[src/rtl/lite_v1_issue_if.sv]
// Fetch/issue bus for lite_v1_issue: ROM read port plus valid/ready instruction handshake.
// master = issue front end, slave = ROM + execute unit side.
interface lite_v1_issue_if #(
  parameter int ADDR_W = 8
);
  logic              mem_en;
  logic [ADDR_W-1:0] mem_addr;
  logic [19:0]       mem_data;
  logic              out_valid;
  logic              out_ready;
  logic [1:0]        opcode;
  logic [7:0]        d1;
  logic [9:0]        d2;

  modport master (
    output mem_en, mem_addr, out_valid, opcode, d1, d2,
    input  mem_data, out_ready
  );

  modport slave (
    input  mem_en, mem_addr, out_valid, opcode, d1, d2,
    output mem_data, out_ready
  );
endinterface

[src/rtl/lite_v1_issue.sv]
// lite_v1 instruction fetch/decode/issue front end: ROM fetch, field split, valid/ready issue, HALT stop.
// Optional single-step debug gate enabled by defining LITE_ISSUE_STEP_EN (adds the step port).
module lite_v1_issue #(
  parameter int ADDR_W     = 8,
  parameter int START_ADDR = 0,
  parameter int CNT_W      = 16
) (
  input  logic             clk,
  input  logic             rst,
  input  logic             start,
`ifdef LITE_ISSUE_STEP_EN
  input  logic             step,
`endif
  lite_v1_issue_if.master  bus,
  output logic             busy,
  output logic             done,
  output logic [CNT_W-1:0] issue_cnt
);

  typedef enum logic [2:0] {IDLE, FETCH, WAIT, ISSUE, HALTED, STALL} state_t;

  localparam logic [ADDR_W-1:0] START_PC = ADDR_W'(START_ADDR);

  state_t            state;
  logic [ADDR_W-1:0] pc;
  logic              step_ok;

`ifdef LITE_ISSUE_STEP_EN
  assign step_ok = step;
`else
  assign step_ok = 1'b1;
`endif

  assign bus.mem_addr = pc;

  // STALL is only reachable when step_ok can be low, i.e. in the single-step build.
  always_ff @(posedge clk) begin
    if (rst) begin
      state         <= IDLE;
      pc            <= START_PC;
      bus.mem_en    <= 1'b0;
      bus.out_valid <= 1'b0;
      bus.opcode    <= '0;
      bus.d1        <= '0;
      bus.d2        <= '0;
      busy          <= 1'b0;
      done          <= 1'b0;
      issue_cnt     <= '0;
    end else begin
      case (state)
        IDLE, HALTED: begin
          if (start) begin
            pc         <= START_PC;
            issue_cnt  <= '0;
            done       <= 1'b0;
            busy       <= 1'b1;
            bus.mem_en <= 1'b1;
            state      <= FETCH;
          end
        end
        FETCH: begin
          bus.mem_en <= 1'b0;
          state      <= WAIT;
        end
        WAIT: begin
          if (bus.mem_data[19:18] == 2'b11) begin
            busy  <= 1'b0;
            done  <= 1'b1;
            state <= HALTED;
          end else begin
            bus.opcode    <= bus.mem_data[19:18];
            bus.d1        <= bus.mem_data[17:10];
            bus.d2        <= bus.mem_data[9:0];
            bus.out_valid <= 1'b1;
            state         <= ISSUE;
          end
        end
        ISSUE: begin
          if (bus.out_ready) begin
            bus.out_valid <= 1'b0;
            pc            <= pc + 1'b1;
            if (issue_cnt != '1) issue_cnt <= issue_cnt + 1'b1;
            if (step_ok) begin
              bus.mem_en <= 1'b1;
              state      <= FETCH;
            end else begin
              state <= STALL;
            end
          end
        end
        STALL: begin
          if (step_ok) begin
            bus.mem_en <= 1'b1;
            state      <= FETCH;
          end
        end
        default: state <= IDLE;
      endcase
    end
  end

endmodule

[src/flat_wrapper.sv]
// flat-port wrapper written by rule: the top's interface ports become plain ports
module lite_v1_issue_flat 
#(
  parameter int ADDR_W     = 8,
  parameter int START_ADDR = 0,
  parameter int CNT_W      = 16
)
  (clk, rst, start, busy, done, issue_cnt, bus_mem_en, bus_mem_addr, bus_out_valid, bus_opcode, bus_d1, bus_d2, bus_mem_data, bus_out_ready);
  lite_v1_issue_if #(.ADDR_W(ADDR_W)) bus_i ();
  input  logic clk;
  input  logic rst;
  input  logic start;
  output logic busy;
  output logic done;
  output logic [CNT_W-1:0] issue_cnt;
  output wire logic [$bits(bus_i.mem_en)-1:0] bus_mem_en;
  output wire logic [$bits(bus_i.mem_addr)-1:0] bus_mem_addr;
  output wire logic [$bits(bus_i.out_valid)-1:0] bus_out_valid;
  output wire logic [$bits(bus_i.opcode)-1:0] bus_opcode;
  output wire logic [$bits(bus_i.d1)-1:0] bus_d1;
  output wire logic [$bits(bus_i.d2)-1:0] bus_d2;
  input wire logic [$bits(bus_i.mem_data)-1:0] bus_mem_data;
  input wire logic [$bits(bus_i.out_ready)-1:0] bus_out_ready;
  assign bus_mem_en = bus_i.mem_en;
  assign bus_mem_addr = bus_i.mem_addr;
  assign bus_out_valid = bus_i.out_valid;
  assign bus_opcode = bus_i.opcode;
  assign bus_d1 = bus_i.d1;
  assign bus_d2 = bus_i.d2;
  assign bus_i.mem_data = bus_mem_data;
  assign bus_i.out_ready = bus_out_ready;
  lite_v1_issue #(.ADDR_W(ADDR_W), .START_ADDR(START_ADDR), .CNT_W(CNT_W)) u_core (.clk(clk), .rst(rst), .start(start), .bus(bus_i), .busy(busy), .done(done), .issue_cnt(issue_cnt));
endmodule
[config.mk]
export PLATFORM = sky130hd
export DESIGN_NAME = lite_v1_issue_flat
export DESIGN_NICKNAME = d
export VERILOG_FILES = /design/src/rtl/lite_v1_issue_if.sv /design/src/rtl/lite_v1_issue.sv /design/src/flat_wrapper.sv
export SDC_FILE = /design/constraint.sdc
export NUM_CORES = 1
export LEC_CHECK = 0
export CORE_UTILIZATION = 49
export CTS_BUF_LIST = sky130_fd_sc_hd__clkbuf_16
export DETAILED_ROUTE_END_ITERATION = 16
export GPL_ROUTABILITY_DRIVEN = 0
export PLACE_DENSITY_LB_ADDON = 0.1
export SLEW_MARGIN = 10
export SYNTH_ARGS = -nofsm -noshare
export SYNTH_HDL_FRONTEND = slang
export SYNTH_SLANG_ARGS = --single-unit
[constraint.sdc]
create_clock -name clk -period 4.6 [get_ports clk]
set_clock_uncertainty 0.2 [all_clocks]
set_input_delay 0.46 -clock clk [delete_from_list [all_inputs] [get_ports clk]]
set_output_delay 0.46 -clock clk [all_outputs]
set_load 0.03 [all_outputs]
# == Yosys cells after proc, flatten, opt, wreduce, memory -nomap -nowiden ==
# Index checks and enable logic that the tools add are counted.
# word_totals
regBits,51
inputBits,24
output_inout_bits,48
elab_cells,60
# classes
addsub,2
n_eq_ne,12
n_mux,22
bitwise,1
reduce_logical,13
# ops
op,n
$mux 16,3
$pmux 16 s2,1
$add 16x1->16 const B,1
$mux 8,2
$ne 16x16->1 const B,1
$pmux 8 s2,1
$pmux 3 s5,1
$reduce_and 3->1,4
$mux 3,3
$add 8x1->8 const B,1
$mux 1,7
$eq 3x2->1 const B,2
$eq 3x3->1 const B,2
$ne 2x2->1 const B,3
$pmux 1 s2,3
$reduce_bool 2->1,3
$ne 2x1->1 const B,2
$pmux 1 s4,1
$reduce_and 2->1,2
$reduce_and 4->1,1
$reduce_bool 4->1,1
$eq 3x1->1 const B,1
$logic_not 3->1,1
$eq 2x2->1 const B,1
other kinds (2),2

# == Longest topological paths before layout ==
# Gate-level depths: netlist (run 1).
# depth
depth_word,4
mapped_depth,7
mapped_depth_nobuf,6

# == Least setup slack after synthesis (run 1) ==
# OpenSTA, ideal clock, no wires.
# synth_path
kind,register to register
from,register u_core.issue_cnt[0]
to,register u_core.issue_cnt[4]
setup_ps,70
arrival_ps,2000
required_time_ps,4330
slack_ps,2329
stages_incl_launch_ff,7
path_buffers,0
synth_period_minus_slack_ps,2271
path_cell_list,dfxtp_1 ha_1 nand3_1 or3_1 o21ai_2 o21ai_0 a21oi_1
# synth_via
elab_chain_len,4
elab_cells_between_ends,7
classes_between,1 x add/sub; 2 x eq/ne; 3 x mux; 1 x reduce/logical
# synth_lines
item,line,rtl
"start, declared",lite_v1_issue.sv:17,output logic [CNT_W-1:0] issue_cnt
"start signal, assigned",lite_v1_issue.sv:82,if (issue_cnt != '1) issue_cnt <= issue_cnt + 1'b1;
$add 16x1->16,lite_v1_issue.sv:82,
$mux 16,lite_v1_issue.sv:82,
$mux 16,lite_v1_issue.sv:79,if (bus.out_ready) begin
$pmux 16 s2,lite_v1_issue.sv:50,case (state)
# Several ways; a longest one is shown, not always the timed one. The select of a mux whose other input is x is not followed.
# A chain may end at the register's enable or synchronous reset.

# == Worst setup path in the final report (run 1) ==
# layout_path
from,input bus_out_ready
to,register u_core.issue_cnt[4]
# layout_via
elab_chain_len,2
# layout_lines
item,line,rtl
"start, declared",flat_wrapper.sv:23,input wire logic [$bits(bus_i.out_ready)-1:0] bus_out_ready;
$ne 2x2->1 (no line),-,
$reduce_and 4->1 (no line),-,
# No other way between the ends.

==> results of run 1 <==
## layout make-up
cell class                      instances  area [um2]
Multi-Input combinational cell        213        1140
Clock inverter                          3        20.0
Sequential cell                        51        1020
Fill cell                             361        1250
Tap cell                               52        65.1
Inverter                                4        15.0
Clock buffer                            5         125
Timing Repair Buffer                   72         718
## layer usage
layer	wire length (um)	part of all wire	up-vias	track usage
li1	-	-	1109	-
met1	2440	0.46	989	0.305
met2	2530	0.47	76	0.369
met3	328	0.062	2	0.0727
met4	27	0.0051	0	0.0635
met5	0	0	-	0
## cells in the final DEF, fill, tap and decap left out, types with 2 or more instances in the layout
cell              n
a21oi_1          39
a31oi_1           2
nand2_1          50
nor2_1           38
mux2i_1           2
or3b_1            2
dfxtp_1          51
a311oi_1          2
and3_1            4
nor3_1            9
ha_1              2
nand4_1           8
nand3b_1          3
clkbuf_16         5
xor2_1            8
o21ai_0           6
or3_1             2
nand3_1          11
o21ai_1           3
clkdlybuf4s50_1  71
nor3b_1           2
inv_1             4
nand2b_1          2
## worst register-to-register path, stage by stage, from the launching register on
cell	delay (ns)
dfxtp_1	0.43
ha_1	0.24
nand3_1	0.27
or3_1	0.51
o21ai_2	0.34
o21ai_0	0.16
a21oi_1	0.16
## power by group through the flow
stage | clock network [mW] | registers, mW | logic [mW]
2_1_floorplan | 0 | 0.504 | 0.0667
6_report | 0.361 | 0.473 | 0.148
5_1_grt | 0.384 | 0.476 | 0.162
3_5_place_dp | 0 | 0.483 | 0.147
3_3_place_gp | 0 | 0.482 | 0.146
4_1_cts | 0.366 | 0.473 | 0.148
## final timing paths
check                                     end  cells after the start
min             u_core.bus.d2[6]$_SDFFE_PP0P_                      2
min reg2reg     u_core.bus.d2[6]$_SDFFE_PP0P_                      2
max reg2reg  u_core.issue_cnt[4]$_SDFFE_PP0P_                      6
max          u_core.issue_cnt[4]$_SDFFE_PP0P_                      6
## state kept, by name, summed over array words and instances (netlist names)
signal and count:
u_core.issue_cnt 16, u_core.bus.d2 10, u_core.bus.d1 8, u_core.bus.mem_addr 8, u_core.state 3, u_core.bus.opcode 2, u_core.bus.mem_en 1, u_core.bus.out_valid 1
u_core.busy 1, u_core.done 1
## kinds of logic (layout without fill, tap and decap cells)
| group | after synthesis | count (layout) | synth area share |
|---|---|---|---|
| AO/OA/AOI/OAI | 62 | 62 | 0.168 |
| XOR/XNOR | 9 | 9 | 0.0353 |
| adder cells (fa/ha/maj) | 2 | 2 | 0.0112 |
| buffers and inverters | 17 | 84 | 0.0336 |
| flip-flops | 51 | 51 | 0.457 |
| multiplexers | 2 | 2 | 0.00897 |
| AND/OR/NAND/NOR | 138 | 138 | 0.286 |
==> metrics.csv, run 1 <==
stage,metric,value,unit
critical_path,WP data arrival,2.36,ns
sta,Final Hold Fails,0,
power,power density cells,317,nW/um2
critical_path,Setup crit start,bus_out_ready,
floorplan,number of cell rows,24,
sta,Period minus WS final,2.41,ns
sta,smallest hold slack,0.254,ns
floorplan,Die Wd,69.5,um
sta,Slew Limit Fails,0,
clock_network,CTS Buf Count,5,
synthesis,Synth Flop Type,dfxtp_1,
grt,largest net degree at the start of global routing,31,
grt,gr ovfl total,0,
synthesis,"count leader, synth",dfxtp_1,
floorplan,Die ar.,4830,um2
synthesis,synthesized cell area,2230,um2
synthesis,Cells after Synth,281,
sta,final setup fails,0,
power,Comb power frac,0.150,
clock_network,Worst-Skew Late Latency,0.29,ns
routing,post-route ant nets,0,
grt,first-pass GRT wire length,9.23,mm
placement,dpl cells,392,
sta,final worst slack,2.19,ns
synthesis,top cell type's share of synthesized area,0.457,
synthesis,register area share after synthesis,0.457,
power,Clk pwr share,0.368,
job,max-cap viol count,0,
routing,vias per std cell,5.44,
power,Design Power,0.982,mW
critical_path,Worst setup SP type,primary input,
placement,number of port buffers,71,
placement,Post-Place Cell Area,2960,um2
synthesis,largest area contributor in the netlist,dfxtp_1,
clock_network,H-tree levels,2,
clock_network,Clock Tree Buf Depth,2,
placement,dpl ws,1.96,ns
sta,setup TNS,0,ns
cells_and_area,cell area after layout,3100,um2
cells_and_area,Util after Layout,0.712,
routing,1st-iter DRT viols,199,
power,sw frac,0.266,
critical_path,Reg2Reg Setup Slack,2.22,ns
clock_network,TritonCTS clock tree,yes,
cells_and_area,nets@finish,373,
routing,DRT Pass-1 Iters,4,
power,P_leak,1.05,nW
clock_network,CTS Hold Buffers Added,0,
synthesis,Seq cells post-synth,51,
critical_path,CP cell instances,clkdlybuf4s50_1 -> nand4b_1 -> nand2_1 -> o21ai_2 -> o21ai_0 -> a21oi_1,
floorplan,core area,4350,um2
critical_path,max incr delay on CP,0.50,ns
routing,DRC violations left,0,
critical_path,Worst Path Required,4.55,ns
cells_and_area,fin cells,400,
synthesis,"EDFF count, synth",0,
routing,vias post-DR,2176,
floorplan,Top-Level Pins,72,
sta,RSZ-0062 raised after global routing,false,
critical_path,CP top delay family,simple AND/OR/NAND/NOR gates,
sta,final worst-path cycle share,0.525,
sta,Max Freq,0.414,GHz
power,Int Pwr,0.721,mW
synthesis,synth warn,0,
sta,measured slew at the worst slew-check pin,0.772,ns
synthesis,synth cell count leaders,"dfxtp_1 (51), nand2_1 (50), a21oi_1 (39)",
synthesis,synth unique cells,43,
critical_path,Reg2Reg Launch Point,u_core.issue_cnt[0]$_SDFFE_PP0P_,
critical_path,Setup crit end kind,flop,
sta,Slew HR,0.485,
clock_network,Root Driver,clkbuf_16,
min_path,Hold Crit Start,u_core.bus.d2[6]$_SDFFE_PP0P_,
critical_path,CP Max Fanout,11,
floorplan,Initial Utilization,0.513,
critical_path,slowest cell on the critical path,clkdlybuf4s50_1,
power,worst vdd ir,0.282,mV
floorplan,die height,69.5,um
routing,routed length per instance,13.3,um
status,status,finished clean,
placement,HPWL after detailed placement,3.71,mm
synthesis,synth top area cells,"dfxtp_1 (46%), a21oi_1 (8.7%), nand2_1 (8.4%)",
clock_network,post-CTS resize count,0,
clock_network,Clock Sinks,51,
power,Flop pwr share,0.482,
clock_network,clock transition at the registers of the reported paths,0.07,ns
clock_network,postcts setup bufs,0,
synthesis,Synth Net Count,307,
critical_path,kind of critical path,in -> reg,
grt,initial antenna violation count,0,
synthesis,Syn Area/Cell,7.94,um2
power,switching power,0.261,mW
cells_and_area,Ant. Diodes,0,
cells_and_area,share of cells above drive strength 1,0.0374,
min_path,hold crit path type,reg -> reg,
critical_path,"Buf+Inv Stages, Crit Path",1,
routing,final WL,5.32,mm
grt,Tot GR Track Use,0.232,
synthesis,share of synthesized registers carrying an async set or reset,0,
grt,vias in the first global route,1981,
cells_and_area,Synth-to-Final Area Change,38.9,%
(Power assumes the default switching activity.)
==> run 2, diff against run 1 <==
- CORE_UTILIZATION: 49 -> 41
- clock period: 4.6 -> 2 ns (I/O delays scaled with it)
==> metrics.csv, run 2 (same netlist as run 1, synthesis figures left out) <==
stage,metric,value,unit,change
sta,final setup fails,0,,unchanged
routing,1st-iter DRT viols,124,,-38%
cells_and_area,Ant. Diodes,0,,unchanged
critical_path,CP Max Fanout,5,,-6
sta,measured slew at the worst slew-check pin,0.420,ns,-0.352 ns
routing,DRT Pass-1 Iters,4,,unchanged
clock_network,clock transition at the registers of the reported paths,0.07,ns,about the same
cells_and_area,most frequent cells in the layout,"clkdlybuf4s50_1 (71), nand2_1 (50), dfxtp_1 (45)",,
critical_path,CP cell instances,clkdlybuf4s50_1 -> or3b_4 -> a2111oi_4 -> nand4_1 -> xor2_1 -> nor2_1,,
min_path,hold crit path type,reg -> reg,,
routing,DRC violations left,0,,unchanged
critical_path,slowest cell on the critical path,clkdlybuf4s50_1,,
clock_network,Clock Sinks,51,,unchanged
clock_network,Clock Tree Buf Depth,2,,unchanged
critical_path,instance count on the critical path,6,,unchanged
critical_path,Worst setup SP type,primary input,,
clock_network,postcts setup bufs,0,,unchanged
cells_and_area,Largest register FFs,16,,unchanged
routing,routed length per instance,12.8,um,-3.8%
critical_path,WP data arrival,1.92,ns,-0.44 ns
critical_path,Reg2Reg Depth,6,,unchanged
cells_and_area,Reg area,1030,um2,+0.98%
floorplan,Top-Level Pins,72,,unchanged
power,worst vdd ir,0.517,mV,+83%
critical_path,Setup crit start,start,,
cells_and_area,Synth-to-Final Area Change,52.0,%,
cells_and_area,share of cells above drive strength 1,0.136,,+0.0990
sta,Slew Limit Fails,0,,unchanged
routing,vias per std cell,5.07,,-6.8%
critical_path,Worst Path Required,2.02,ns,-2.53 ns
critical_path,kind of critical path,in -> reg,,
sta,RSZ-0062 raised after global routing,true,,
clock_network,Worst-Skew Late Latency,0.28,ns,about the same
critical_path,Reg2Reg Launch Point,u_core.issue_cnt[1]$_SDFFE_PP0P_,,
grt,initial antenna violation count,0,,unchanged
sta,final worst-path cycle share,0.951,,
status,status,finished clean,,
sta,Final Hold Fails,0,,unchanged
cells_and_area,nets@finish,399,,+7.0%
critical_path,Crit Reg-Reg Endpoint,u_core.issue_cnt[0]$_SDFFE_PP0P_,,
cells_and_area,area of the multi-input gates,1160,um2,+2.5%
floorplan,core area,5170,um2,+19%
job,max-cap viol count,0,,unchanged
floorplan,Initial Utilization,0.432,,-0.0811
power,power density cells,717,nW/um2,+130%
sta,smallest hold slack,0.254,ns,+0.000691 ns
cells_and_area,fin cells,444,,+11%
cells_and_area,"commonest non-fill, non-tap cell in the layout",clkdlybuf4s50_1,,
clock_network,H-tree levels,2,,unchanged
cells_and_area,Largest Register,u_core.issue_cnt,,
critical_path,"Buf+Inv Stages, Crit Path",1,,unchanged
power,P_leak,1.20,nW,+14%
grt,first-pass GRT wire length,9.12,mm,-1.2%
cells_and_area,fillcell total,452,,+25%
routing,vias post-DR,2252,,+3.5%
cells_and_area,Largest regs,"u_core.issue_cnt x16, u_core.bus.d2 x10",,
critical_path,Setup crit end kind,flop,,
grt,largest net degree at the start of global routing,20,,-35%
critical_path,max incr delay on CP,0.48,ns,-0.02 ns
sta,Max Freq,0.526,GHz,
routing,post-route ant nets,0,,unchanged
grt,vias in the first global route,2017,,+1.8%
critical_path,CP top delay family,simple AND/OR/NAND/NOR gates,,
sta,setup TNS,0,ns,unchanged
sta,Slew HR,0.719,,+0.234
critical_path,Reg2Reg Setup Slack,0.14,ns,-2.08 ns
sta,Period minus WS final,1.90,ns,
placement,HPWL after detailed placement,4.08,mm,+9.8%
clock_network,CTS Buf Count,5,,unchanged
grt,Tot GR Track Use,0.209,,-0.0237
clock_network,Root Driver,clkbuf_16,,
grt,gr ovfl total,0,,unchanged
placement,number of port buffers,71,,unchanged
cells_and_area,Util after Layout,0.656,,-0.0560
routing,final WL,5.68,mm,+6.8%
clock_network,CTS Hold Buffers Added,0,,unchanged
floorplan,Die ar.,5740,um2,+19%
floorplan,die height,75.8,um,+9.1%
clock_network,TritonCTS clock tree,yes,,
critical_path,crit path capture,u_core.issue_cnt[12]$_SDFFE_PP0P_,,
floorplan,Die Wd,75.8,um,+9.1%
placement,dpl cells,436,,+11%
floorplan,number of cell rows,26,,+8.3%
==> run 2: cell types whose count changed in the layout (fill, tap and decap cells not counted), sizes merged <==
cell      delta
bufinv       +1
clkinvlp     -1
buf         +26
==> run 2: metrics by stage <==
step / instance area, um2 / setup slack (ns) / power, mW
finish: 3390 / 0.0984 / 2.43
global route: 3390 / -0.00686 / 2.54
floorplan: 2260 / 0.00443 / 1.32
CTS: 3380 / 0.0263 / 2.46
detailed placement: 3210 / -0.281 / 1.50
global placement: 3210 / -0.256 / 1.50
==> run 2: worst min-delay path by stage <==
stage / from / endpoint / cells after the start
after floorplan: rst / u_core.state[0]$_SDFFE_PP0P_ / 1
after global placement: u_core.bus.d1[6]$_SDFFE_PP0P_ / u_core.bus.d1[6]$_SDFFE_PP0P_ / 2
after detailed placement: u_core.bus.d2[6]$_SDFFE_PP0P_ / u_core.bus.d2[6]$_SDFFE_PP0P_ / 2
after CTS: bus_mem_data[4] / u_core.bus.d2[4]$_SDFFE_PP0P_ / 3
after global routing: bus_mem_data[6] / u_core.bus.d2[6]$_SDFFE_PP0P_ / 3
final: u_core.bus.d1[6]$_SDFFE_PP0P_ / u_core.bus.d1[6]$_SDFFE_PP0P_ / 2
==> run 2: what timing repair did <==
item / CTS / global route
resized for setup: 0 / 4
endpoints found under the hold margin: 0 / 0
endpoints found under the setup margin: 0 / 7
==> run 2: tightest hold or removal path: stages (launching register included) <==
cell and delay (ns):
dfxtp_1 0.31, nand2_1 0.05, a21oi_1 0.05
==> run 2: area by class of cell <==
class                           count  area share
Clock buffer                        5      0.0369
Clock inverter                      3      0.0129
Inverter                            4     0.00442
Multi-Input combinational cell    213       0.343
Sequential cell                    51       0.304
Tap cell                           70      0.0258
Timing Repair Buffer               98       0.273
==> run 2: report_power, final <==
part           leakage, nW  switching [mW]  internal (mW)
registers            0.416          0.0213           1.05
clock network       0.0838           0.361          0.590
logic                0.703           0.222          0.186
total                 1.20           0.605           1.83
==> run 2: metal layers <==
metal / up-vias / GRT usage / wire length (um)
met5: - / 0 / 0
met4: 0 / 0.0556 / 14
met3: 2 / 0.0661 / 350
met2: 72 / 0.343 / 2740
met1: 1007 / 0.264 / 2580
li1: 1171 / - / -
